## src/rtl/dp_tap_pkg.sv

```systemverilog
// Shared TAP definitions: IEEE 1149.1 state encoding and the next-state graph.
package dp_tap_pkg;

  typedef enum logic [3:0] {
    EX2_DR = 4'h0,
    EX1_DR = 4'h1,
    SH_DR  = 4'h2,
    PA_DR  = 4'h3,
    SEL_IR = 4'h4,
    UPD_DR = 4'h5,
    CAP_DR = 4'h6,
    SEL_DR = 4'h7,
    EX2_IR = 4'h8,
    EX1_IR = 4'h9,
    SH_IR  = 4'hA,
    PA_IR  = 4'hB,
    RTI    = 4'hC,
    UPD_IR = 4'hD,
    CAP_IR = 4'hE,
    TLR    = 4'hF
  } tap_state_t;

  function automatic tap_state_t tap_next(input tap_state_t state, input logic tms);
    tap_state_t nxt;
    case (state)
      TLR:    nxt = tms ? TLR    : RTI;
      RTI:    nxt = tms ? SEL_DR : RTI;
      SEL_DR: nxt = tms ? SEL_IR : CAP_DR;
      CAP_DR: nxt = tms ? EX1_DR : SH_DR;
      SH_DR:  nxt = tms ? EX1_DR : SH_DR;
      EX1_DR: nxt = tms ? UPD_DR : PA_DR;
      PA_DR:  nxt = tms ? EX2_DR : PA_DR;
      EX2_DR: nxt = tms ? UPD_DR : SH_DR;
      UPD_DR: nxt = tms ? SEL_DR : RTI;
      SEL_IR: nxt = tms ? TLR    : CAP_IR;
      CAP_IR: nxt = tms ? EX1_IR : SH_IR;
      SH_IR:  nxt = tms ? EX1_IR : SH_IR;
      EX1_IR: nxt = tms ? UPD_IR : PA_IR;
      PA_IR:  nxt = tms ? EX2_IR : PA_IR;
      EX2_IR: nxt = tms ? UPD_IR : SH_IR;
      UPD_IR: nxt = tms ? SEL_DR : RTI;
      default: nxt = TLR;
    endcase
    return nxt;
  endfunction

endpackage

```

## src/rtl/dp_tap_fsm.sv

```systemverilog
// TAP state register with combinational capture/shift/update strobe decode.
module dp_tap_fsm
  import dp_tap_pkg::*;
(
  input  logic       tck,
  input  logic       trst,
  input  logic       tms,
  output tap_state_t state,
  output logic       capture_dr,
  output logic       shift_dr,
  output logic       update_dr,
  output logic       capture_ir,
  output logic       shift_ir,
  output logic       update_ir
);

  tap_state_t state_nxt;

  always_ff @(posedge tck or posedge trst) begin
    if (trst) state <= TLR;
    else      state <= state_nxt;
  end

  always_comb begin
    state_nxt  = tap_next(state, tms);
    capture_dr = 1'b0;
    shift_dr   = 1'b0;
    update_dr  = 1'b0;
    capture_ir = 1'b0;
    shift_ir   = 1'b0;
    update_ir  = 1'b0;
    case (state)
      CAP_DR:  capture_dr = 1'b1;
      SH_DR:   shift_dr   = 1'b1;
      UPD_DR:  update_dr  = 1'b1;
      CAP_IR:  capture_ir = 1'b1;
      SH_IR:   shift_ir   = 1'b1;
      UPD_IR:  update_ir  = 1'b1;
      default: ;
    endcase
  end

endmodule

```

## src/rtl/dp_tap_ir_core.sv

```systemverilog
// TAP core: FSM, instruction register, BYPASS/IDCODE data registers,
// external DR select and a negedge-retimed TDO mux.
module dp_tap_ir_core
  import dp_tap_pkg::*;
#(
  parameter int              IR_W         = 4,
  parameter logic [31:0]     IDCODE       = 32'h1000_563D,
  parameter logic [IR_W-1:0] IDCODE_INSTR = IR_W'(4'hE),
  parameter int              N_EXT        = 2,
  parameter logic [IR_W-1:0] EXT_BASE     = IR_W'(4'h8)
) (
  input  logic             tck,
  input  logic             trst,
  input  logic             tms,
  input  logic             tdi,
  output logic             tdo,
  output logic             tdo_oe,
  output logic [3:0]       state_out,
  output logic             capture_dr,
  output logic             shift_dr,
  output logic             update_dr,
  output logic             capture_ir,
  output logic             shift_ir,
  output logic             update_ir,
  output logic [IR_W-1:0]  ir_out,
  output logic [N_EXT-1:0] ext_sel,
  input  logic [N_EXT-1:0] ext_tdo
);

  localparam logic [IR_W-1:0] IR_CAPTURE = IR_W'(2'b01);

  if (IR_W < 2) begin : g_bad_ir_w
    $error("IR_W must be at least 2");
  end
  if (IDCODE[0] != 1'b1) begin : g_bad_idcode
    $error("IDCODE bit 0 must be 1");
  end
  if ((int'(IDCODE_INSTR) >= int'(EXT_BASE)) &&
      (int'(IDCODE_INSTR) < int'(EXT_BASE) + N_EXT)) begin : g_bad_instr_ext
    $error("IDCODE_INSTR overlaps the external DR range");
  end
  if (IDCODE_INSTR == '1) begin : g_bad_instr_ones
    $error("IDCODE_INSTR must not be all-ones (reserved for BYPASS)");
  end
  if (int'(EXT_BASE) + N_EXT > (2 ** IR_W) - 1) begin : g_bad_ext_range
    $error("external DR range collides with the all-ones BYPASS code");
  end

  tap_state_t      state;
  logic [IR_W-1:0] ir_sr;
  logic            bypass_reg;
  logic [31:0]     idcode_sr;
  logic            sel_idcode;
  logic            sel_bypass;
  logic            dr_tdo;

  dp_tap_fsm u_fsm (
    .tck       (tck),
    .trst      (trst),
    .tms       (tms),
    .state     (state),
    .capture_dr(capture_dr),
    .shift_dr  (shift_dr),
    .update_dr (update_dr),
    .capture_ir(capture_ir),
    .shift_ir  (shift_ir),
    .update_ir (update_ir)
  );

  assign state_out = state;

  // Instruction decode: IDCODE wins, then the external window, else BYPASS.
  always_comb begin
    sel_idcode = (ir_out == IDCODE_INSTR);
    ext_sel    = '0;
    for (int k = 0; k < N_EXT; k++) begin
      if (!sel_idcode && (int'(ir_out) == int'(EXT_BASE) + k)) ext_sel[k] = 1'b1;
    end
    sel_bypass = !sel_idcode && (ext_sel == '0);
  end

  always_comb begin
    dr_tdo = bypass_reg;
    if (sel_idcode) dr_tdo = idcode_sr[0];
    for (int k = 0; k < N_EXT; k++) begin
      if (ext_sel[k]) dr_tdo = ext_tdo[k];
    end
  end

  // Instruction register: only UPD_IR or a move into TLR changes ir_out.
  always_ff @(posedge tck or posedge trst) begin
    if (trst) begin
      ir_sr  <= '0;
      ir_out <= IDCODE_INSTR;
    end else begin
      if (capture_ir)    ir_sr <= IR_CAPTURE;
      else if (shift_ir) ir_sr <= {tdi, ir_sr[IR_W-1:1]};
      if (tap_next(state, tms) == TLR) ir_out <= IDCODE_INSTR;
      else if (update_ir)              ir_out <= ir_sr;
    end
  end

  always_ff @(posedge tck or posedge trst) begin
    if (trst) begin
      bypass_reg <= 1'b0;
      idcode_sr  <= IDCODE;
    end else begin
      if (sel_bypass && capture_dr)    bypass_reg <= 1'b0;
      else if (sel_bypass && shift_dr) bypass_reg <= tdi;
      if (sel_idcode && capture_dr)    idcode_sr <= IDCODE;
      else if (sel_idcode && shift_dr) idcode_sr <= {tdi, idcode_sr[31:1]};
    end
  end

  // Falling-edge retime: the bit present after posedge n is driven at negedge n.
  always_ff @(negedge tck or posedge trst) begin
    if (trst) begin
      tdo    <= 1'b0;
      tdo_oe <= 1'b0;
    end else begin
      tdo_oe <= shift_ir || shift_dr;
      if (shift_ir)      tdo <= ir_sr[0];
      else if (shift_dr) tdo <= dr_tdo;
    end
  end

endmodule

```

## config.mk

```make
export PLATFORM = sky130hd
export DESIGN_NAME = dp_tap_ir_core
export DESIGN_NICKNAME = d
export VERILOG_FILES = /design/src/rtl/dp_tap_pkg.sv /design/src/rtl/dp_tap_fsm.sv /design/src/rtl/dp_tap_ir_core.sv
export SDC_FILE = /design/constraint.sdc
export NUM_CORES = 1
export LEC_CHECK = 0
export ABC_AREA = 0
export CORE_MARGIN = 8
export CORE_UTILIZATION = 45
export DETAILED_ROUTE_END_ITERATION = 12
export GPL_ROUTABILITY_DRIVEN = 0
export GPL_TIMING_DRIVEN = 0
export HOLD_SLACK_MARGIN = 0.15
export PLACE_DENSITY = 0.71
export SLEW_MARGIN = 0
export SYNTH_ARGS = -nofsm -noshare
export SYNTH_HDL_FRONTEND = slang
export SYNTH_SLANG_ARGS = --single-unit
```

## constraint.sdc

```tcl
create_clock -name tck -period 1.8 [get_ports tck]
set_input_delay 0.54 -clock tck [delete_from_list [all_inputs] [get_ports tck]]
set_output_delay 0.54 -clock tck [all_outputs]
set_load 0.02 [all_outputs]
```

==> results.json, run 1 <==
{
  "status": "finished with violations",
  "violations": "negative setup slack",
  "power_leakage_uw": 0.00128,
  "diodes": 0,
  "top_usage_layer": "met2",
  "synthArstFlopShare_pct": 100,
  "fin_tns_setup_ns": -4.11,
  "start_kind": "flop",
  "ant_nets": 0,
  "fin_ws_ns": -0.654,
  "dp_cells": 307,
  "synth_nets": 237,
  "yosysWarnings": 0,
  "skew_ns": 0.0117,
  "setup_violations": 12,
  "cp_max_fo": 4,
  "pwr-share-comb_pct": 52.3,
  "rows": 25,
  "p_clk_share_pct": 13.1,
  "die_area_um2": 7330,
  "final_nets": 299,
  "antenna_found_initial": 0,
  "synth_area_leaders": "dfrtp_1 32%, dfstp_2 20%, nand2b_1 7.5%",
  "p_seq_share_pct": 34.7,
  "grtUsageTotal_pct": 14.2,
  "grt_max_degree": 24,
  "reg2reg_depth": 4,
  "p_switching_uw": 1770,
  "vdd_drop_max_v": 0.000680,
  "grt_use_met2_pct": 21.6,
  "endpoint_kind": "flop",
  "cp_data_required_time_ns": 1.05,
  "ys_seq_area_share_pct": 54.9,
  "hold_violations": 0,
  "grt_use_met1_pct": 17.9,
  "cts_buffers": 5,
  "drt_first_iter_violations": 164,
  "die_w_um": 85.6,
  "regMostFlops": "idcode_sr",
  "ios": 24,
  "cp-startpoint": "ir_out[3]$_DFFE_PP1P_",
  "rsz0062_at_grt": "yes",
  "numPortBuffers": 22,
  "avgSynthCellArea_um2": 9.44,
  "final_cell_count_no_fill": 348,
  "drc": 0,
  "post_route_cells_drive_above_1_share_pct": 32.7,
  "grt_pass1_wl_um": 8200,
  "wl_per_cell_um": 15.3,
  "cp.arrival_ns": 1.70,
  "cts_root_buffer": "clkbuf_8",
  "yosysMostFrequentCell": "nand2_1",
  "ys_top_cells_by_count": "42 x nand2_1, 32 x o21ai_1, 28 x dfrtp_1, 26 x nand2b_1, 18 x nor2_1",
  "pre_cts_slack_ns": -0.867,
  "regToRegStartpoint": "ir_out[3]$_DFFE_PP1P_",
  "regToRegEndpoint": "tdo$_DFFE_NP0P_",
  "yosysTopAreaCellShare_pct": 32.1,
  "cts.sinks": 47,
  "largest_reg_flops": 32,
  "syn_to_final_growth_pct": 35.1,
  "cp_slowest_cell": "dfstp_2",
  "final_util_pct": 62.7,
  "ys_types": 37,
  "die_h_um": 85.6,
  "slew_headroom_pct": 26.0,
  "dp_hpwl_um": 2940,
  "ys_ff_latch": 47,
  "met3_usage_pct": 5.06,
  "maxCapViolations": 0,
  "core_area_um2": 4690,
  "syn_area_um2": 2180,
  "clk_path_buf_depth": 2,
  "crit_chain": "or3b_4, nor2_4, a211oi_2, a221o_1",
  "clock_latency_ns": 0.30,
  "start_util_pct": 46.5,
  "clkTransAtPathRegs_ns": 0.08,
  "dr.pass1.iters": 5,
  "vias": 1796,
  "synthCells": 231,
  "fillers": 368,
  "first_global_vias": 1651,
  "drv_slew": 0,
  "switching_share_pct": 37.2,
  "via_per_inst": 5.16,
  "worstMarginPinSlew_ns": 1.10,
  "routed_wl_um": 5330,
  "hold-worst-slack_ns": 0.464,
  "cp-endpoint": "tdo$_DFFE_NP0P_",
  "ys.flop_type": "dfrtp_1",
  "critPathMaxStageDelay_ns": 0.55,
  "htreeDepth": 2,
  "r2r_slack_ns": -0.65,
  "min_path_cells": 2,
  "min_from": "idcode_sr[3]$_DFFE_PP1P_",
  "pwr_density_cell_nw_per_um2": 1610,
  "overflow": 0,
  "cts_tree": "yes",
  "hold_path_class": "reg -> reg",
  "internal-power_uw": 2990,
  "post-synth-top-area-cell": "dfrtp_1",
  "critical_path_class": "reg -> reg",
  "synth_edf_count": 0
}
## power by group through the flow
| stage | combinational [µW] | clock, µW | sequential (µW) |
|---|---|---|---|
| after floorplan | 1140 | 0 | 1750 |
| after global placement | 1760 | 0 | 1660 |
| after detailed placement | 1780 | 0 | 1670 |
| after CTS | 2140 | 634 | 1640 |
| after global routing | 2680 | 681 | 1680 |
| final | 2480 | 620 | 1650 |
## area by class of cell
class | count | area [µm²] | share of cell area [%]
tap | 54 | 67.6 | 2.29
sequential | 47 | 1200 | 40.7
buffer | 15 | 114 | 3.87
inverter | 5 | 22.5 | 0.765
multi-input combinational | 163 | 947 | 32.2
timing repair inverter | 2 | 10.0 | 0.340
timing repair buffer | 54 | 505 | 17.2
clock buffer | 8 | 80.1 | 2.72
## critical path, delay by kind of cell (launching register included)
kind	cells	cell delay, ns
AND/OR/NAND/NOR	2	0.50
AO/OA/AOI/OAI	2	0.35
flip-flops	1	0.55
## cells in the final DEF (no fill, tap or decap), types with 2 or more instances in the layout
master	n
a22o_1	2
a31oi_1	2
buf_12	2
buf_2	5
buf_4	26
buf_6	16
buf_8	4
clkbuf_1	7
clkbuf_2	2
clkbuf_8	5
clkdlybuf4s50_1	4
clkinvlp_2	2
dfrtn_1	2
dfrtp_1	28
dfstp_2	17
dlygate4sd2_1	5
inv_1	3
mux2i_1	5
nand2_1	40
nand2_4	3
nand2b_1	25
nand3_1	6
nor2_1	16
nor2_4	3
nor2b_1	2
nor3b_4	2
o21ai_0	5
o21ai_1	35
## logic make-up (layout without fill, tap and decap cells)
group                  after synthesis  count (layout)  share of synthesized area, %
multiplexers                         5               5                          2.30
AO/OA/AOI/OAI                       50              50                          12.5
buffers and inverters               21              84                          4.76
flip-flops                          47              47                          54.9
AND/OR/NAND/NOR                    108             108                          25.5
## layer usage
layer | wire, µm | part of all wire (%)
met5 | 0 | 0
met4 | 95 | 1.8
met3 | 318 | 6.0
met2 | 2570 | 48
met1 | 2340 | 44
## how the worst min path moves through the flow
stage                     slack (ns)                        end
after detailed placement        0.45   idcode_sr[3]$_DFFE_PP1P_
after global routing            0.48   idcode_sr[0]$_DFFE_PP1P_
after CTS                       0.47   idcode_sr[3]$_DFFE_PP1P_
after global placement          0.45  idcode_sr[14]$_DFFE_PP1P_
after floorplan                 0.44  idcode_sr[10]$_DFFE_PP1P_
final                           0.46   idcode_sr[3]$_DFFE_PP1P_
## repair_timing
item,in CTS,in global routing
buffers inserted,20,16
cloned,2,0
resized for setup,79,28
setup endpoints to repair,27,22
hold buffers,0,0
pin swaps,8,7
## metrics by stage
stage	area (µm²)	power (µW)
finish	2940	4750
global route	2940	5040
floorplan	2230	2900
CTS	2810	4410
global placement	2520	3420
detailed placement	2520	3450
(Power assumes the default switching activity.)
==> run 2, diff against run 1 <==
Settings changed: CORE_UTILIZATION 45 to 55, PLACE_DENSITY 0.71 to 0.83.
==> run 2 against run 1 <==
The run still ends with negative setup slack left. Wire length increased by 5.0%. Combinational power decreased by 5%. Cell count decreased by 2.9%. Non-clock buffer count decreased by 6. Worst setup slack got worse by 0.074 ns. Flip-flop and latch count unchanged. Register-to-register slack got worse by 0.07 ns. Sequential share of layout area increased by 0.49 points. Sequential power about the same. Critical path type unchanged. Highest routed layer unchanged.
==> results.json, run 2 (synthesis results as in run 1) <==
{
  "via_per_inst": 5.50,
  "vdd_drop_max_v": 0.000937,
  "clk_path_buf_depth": 2,
  "ant_nets": 0,
  "final_nets": 293,
  "p_switching_uw": 1790,
  "fin_ws_ns": -0.727,
  "min_from": "idcode_sr[4]$_DFFE_PP1P_",
  "pwr_density_cell_nw_per_um2": 1660,
  "power_leakage_uw": 0.00126,
  "routed_wl_um": 5600,
  "critPathMaxStageDelay_ns": 0.57,
  "post_route_cells_drive_above_1_share_pct": 31.9,
  "syn_to_final_growth_pct": 33.5,
  "drv_slew": 0,
  "start_kind": "flop",
  "largest_reg_flops": 32,
  "rows": 23,
  "hold_violations": 0,
  "p_seq_share_pct": 34.5,
  "overflow": 0,
  "crit_chain": "and2b_1, o21ai_0, a22o_1, a221o_1",
  "r2r_slack_ns": -0.73,
  "regToRegEndpoint": "tdo$_DFFE_NP0P_",
  "cts_hold_buf": 0,
  "wl_per_cell_um": 16.6,
  "design_area_um2": 2910,
  "numPortBuffers": 22,
  "violations": "negative setup slack",
  "cp_max_fo": 4,
  "cp_slowest_cell": "dfstp_2",
  "cts_root_buffer": "clkbuf_8",
  "maxCapViolations": 0,
  "dr.pass1.iters": 4,
  "hold_path_class": "reg -> reg",
  "fillers": 277,
  "cts.sinks": 47,
  "vias": 1860,
  "fin_tns_setup_ns": -4.40,
  "cts_tree": "yes",
  "grt_pass1_wl_um": 8420,
  "grt_use_met2_pct": 28.5,
  "cp_data_required_time_ns": 1.05,
  "diodes": 0,
  "die_h_um": 79.0,
  "cp.arrival_ns": 1.78,
  "reg2reg_depth": 4,
  "final_cell_count_no_fill": 338,
  "core_area_um2": 3910,
  "first_global_vias": 1735,
  "pwr-share-comb_pct": 48.9,
  "final_cell_mix": "41 x nand2_1, 32 x o21ai_1, 28 x dfrtp_1",
  "ff_latch_area_um2": 1200,
  "min_path_cells": 2,
  "min_to": "idcode_sr[4]$_DFFE_PP1P_",
  "drt_first_iter_violations": 113,
  "rsz0062_at_grt": "yes",
  "cts_buffers": 5,
  "internal-power_uw": 3030,
  "die_area_um2": 6230,
  "endpoint_kind": "flop",
  "grt_max_degree": 24,
  "multi_input_area_um2": 943,
  "final_common_cell": "nand2_1",
  "start_util_pct": 55.7,
  "antenna_found_initial": 0,
  "status": "finished with violations",
  "die_w_um": 79.0,
  "p_clk_share_pct": 16.7,
  "skew_ns": 0.0112,
  "clock_latency_ns": 0.30,
  "cpLargestDelayFamily": "compound AO/OA/AOI/OAI gates",
  "place_area_um2": 2510,
  "htreeDepth": 2,
  "clkTransAtPathRegs_ns": 0.09,
  "switching_share_pct": 37.1,
  "top_usage_layer": "met2",
  "grt_use_met1_pct": 20.9,
  "met3_usage_pct": 4.63,
  "dp_cells": 303,
  "dp_hpwl_um": 3010,
  "worstMarginPinSlew_ns": 1.09,
  "drc": 0,
  "ios": 24,
  "setup_violations": 12,
  "slew_headroom_pct": 27.0,
  "pre_cts_slack_ns": -0.888,
  "crit_buf_inv": 0,
  "critical_path_class": "reg -> reg",
  "regMostFlops": "idcode_sr",
  "grtUsageTotal_pct": 17.1,
  "regToRegStartpoint": "ir_out[3]$_DFFE_PP1P_"
}
[run 2: changes by cell type in the layout (fill, tap and decap cells not counted), sizes merged]
cell,previous run,this run
clkinv,0,1
clkbuf,14,10
buf,53,49
bufinv,0,1
[run 2: worst register-to-register path, stage by stage, from the launching register on]
cell and delay [ns]:
dfstp_2 0.57, and2b_1 0.20, o21ai_0 0.11, a22o_1 0.26, a221o_1 0.33
[run 2: final cells by class]
cell class	count	share of cell area (%)
buffer	15	3.87
clock inverter	2	1.20
multi-input combinational	163	32.4
timing repair inverter	2	0.344
tap	50	2.15
inverter	5	0.774
clock buffer	6	2.84
timing repair buffer	48	15.2
sequential	47	41.2
[run 2: power groups by stage]
stage | combinational [µW] | sequential, µW | clock, µW
3_5_place_dp | 1780 | 1670 | 0
4_1_cts | 2090 | 1640 | 808
5_1_grt | 2530 | 1690 | 849
2_1_floorplan | 1140 | 1750 | 0
3_3_place_gp | 1740 | 1650 | 0
6_report | 2350 | 1660 | 802
[run 2: worst max-delay path by stage]
stage | from | to | slack [ns] | depth (start not counted)
finish | ir_out[3]$_DFFE_PP1P_ | tdo$_DFFE_NP0P_ | -0.73 | 4
CTS | ir_out[3]$_DFFE_PP1P_ | tdo$_DFFE_NP0P_ | -0.71 | 4
global route | ir_out[3]$_DFFE_PP1P_ | tdo$_DFFE_NP0P_ | -0.81 | 4
global placement | ext_tdo[0] | tdo$_DFFE_NP0P_ | -0.87 | 5
floorplan | ir_out[3]$_DFFE_PP1P_ | tdo$_DFFE_NP0P_ | -0.84 | 4
detailed placement | ext_tdo[0] | tdo$_DFFE_NP0P_ | -0.89 | 5
[run 2: what timing repair did]
action                                  CTS  global route
hold endpoints to repair                  0             0
pin swaps                                 8             6
endpoints found under the setup margin   43            51
resized for setup                        81            17
cloned                                    2             0
setup buffers                            13            13
[run 2: routing by layer]
metal | share of wire, % | wire length, µm
met1 | 43 | 2380
met2 | 50 | 2790
met3 | 4.5 | 252
met4 | 3.0 | 170
met5 | 0 | 0
[run 2: through the flow]
| step | utilization, % | hold slack (ns) | power, µW |
|---|---|---|---|
| after floorplan | - | 0.443 | 2900 |
| final | 74.3 | 0.460 | 4810 |
| after global routing | 74.3 | 0.478 | 5070 |
| after global placement | 64.2 | 0.450 | 3400 |
| after CTS | 71.6 | 0.465 | 4540 |
| after detailed placement | 64.2 | 0.453 | 3450 |
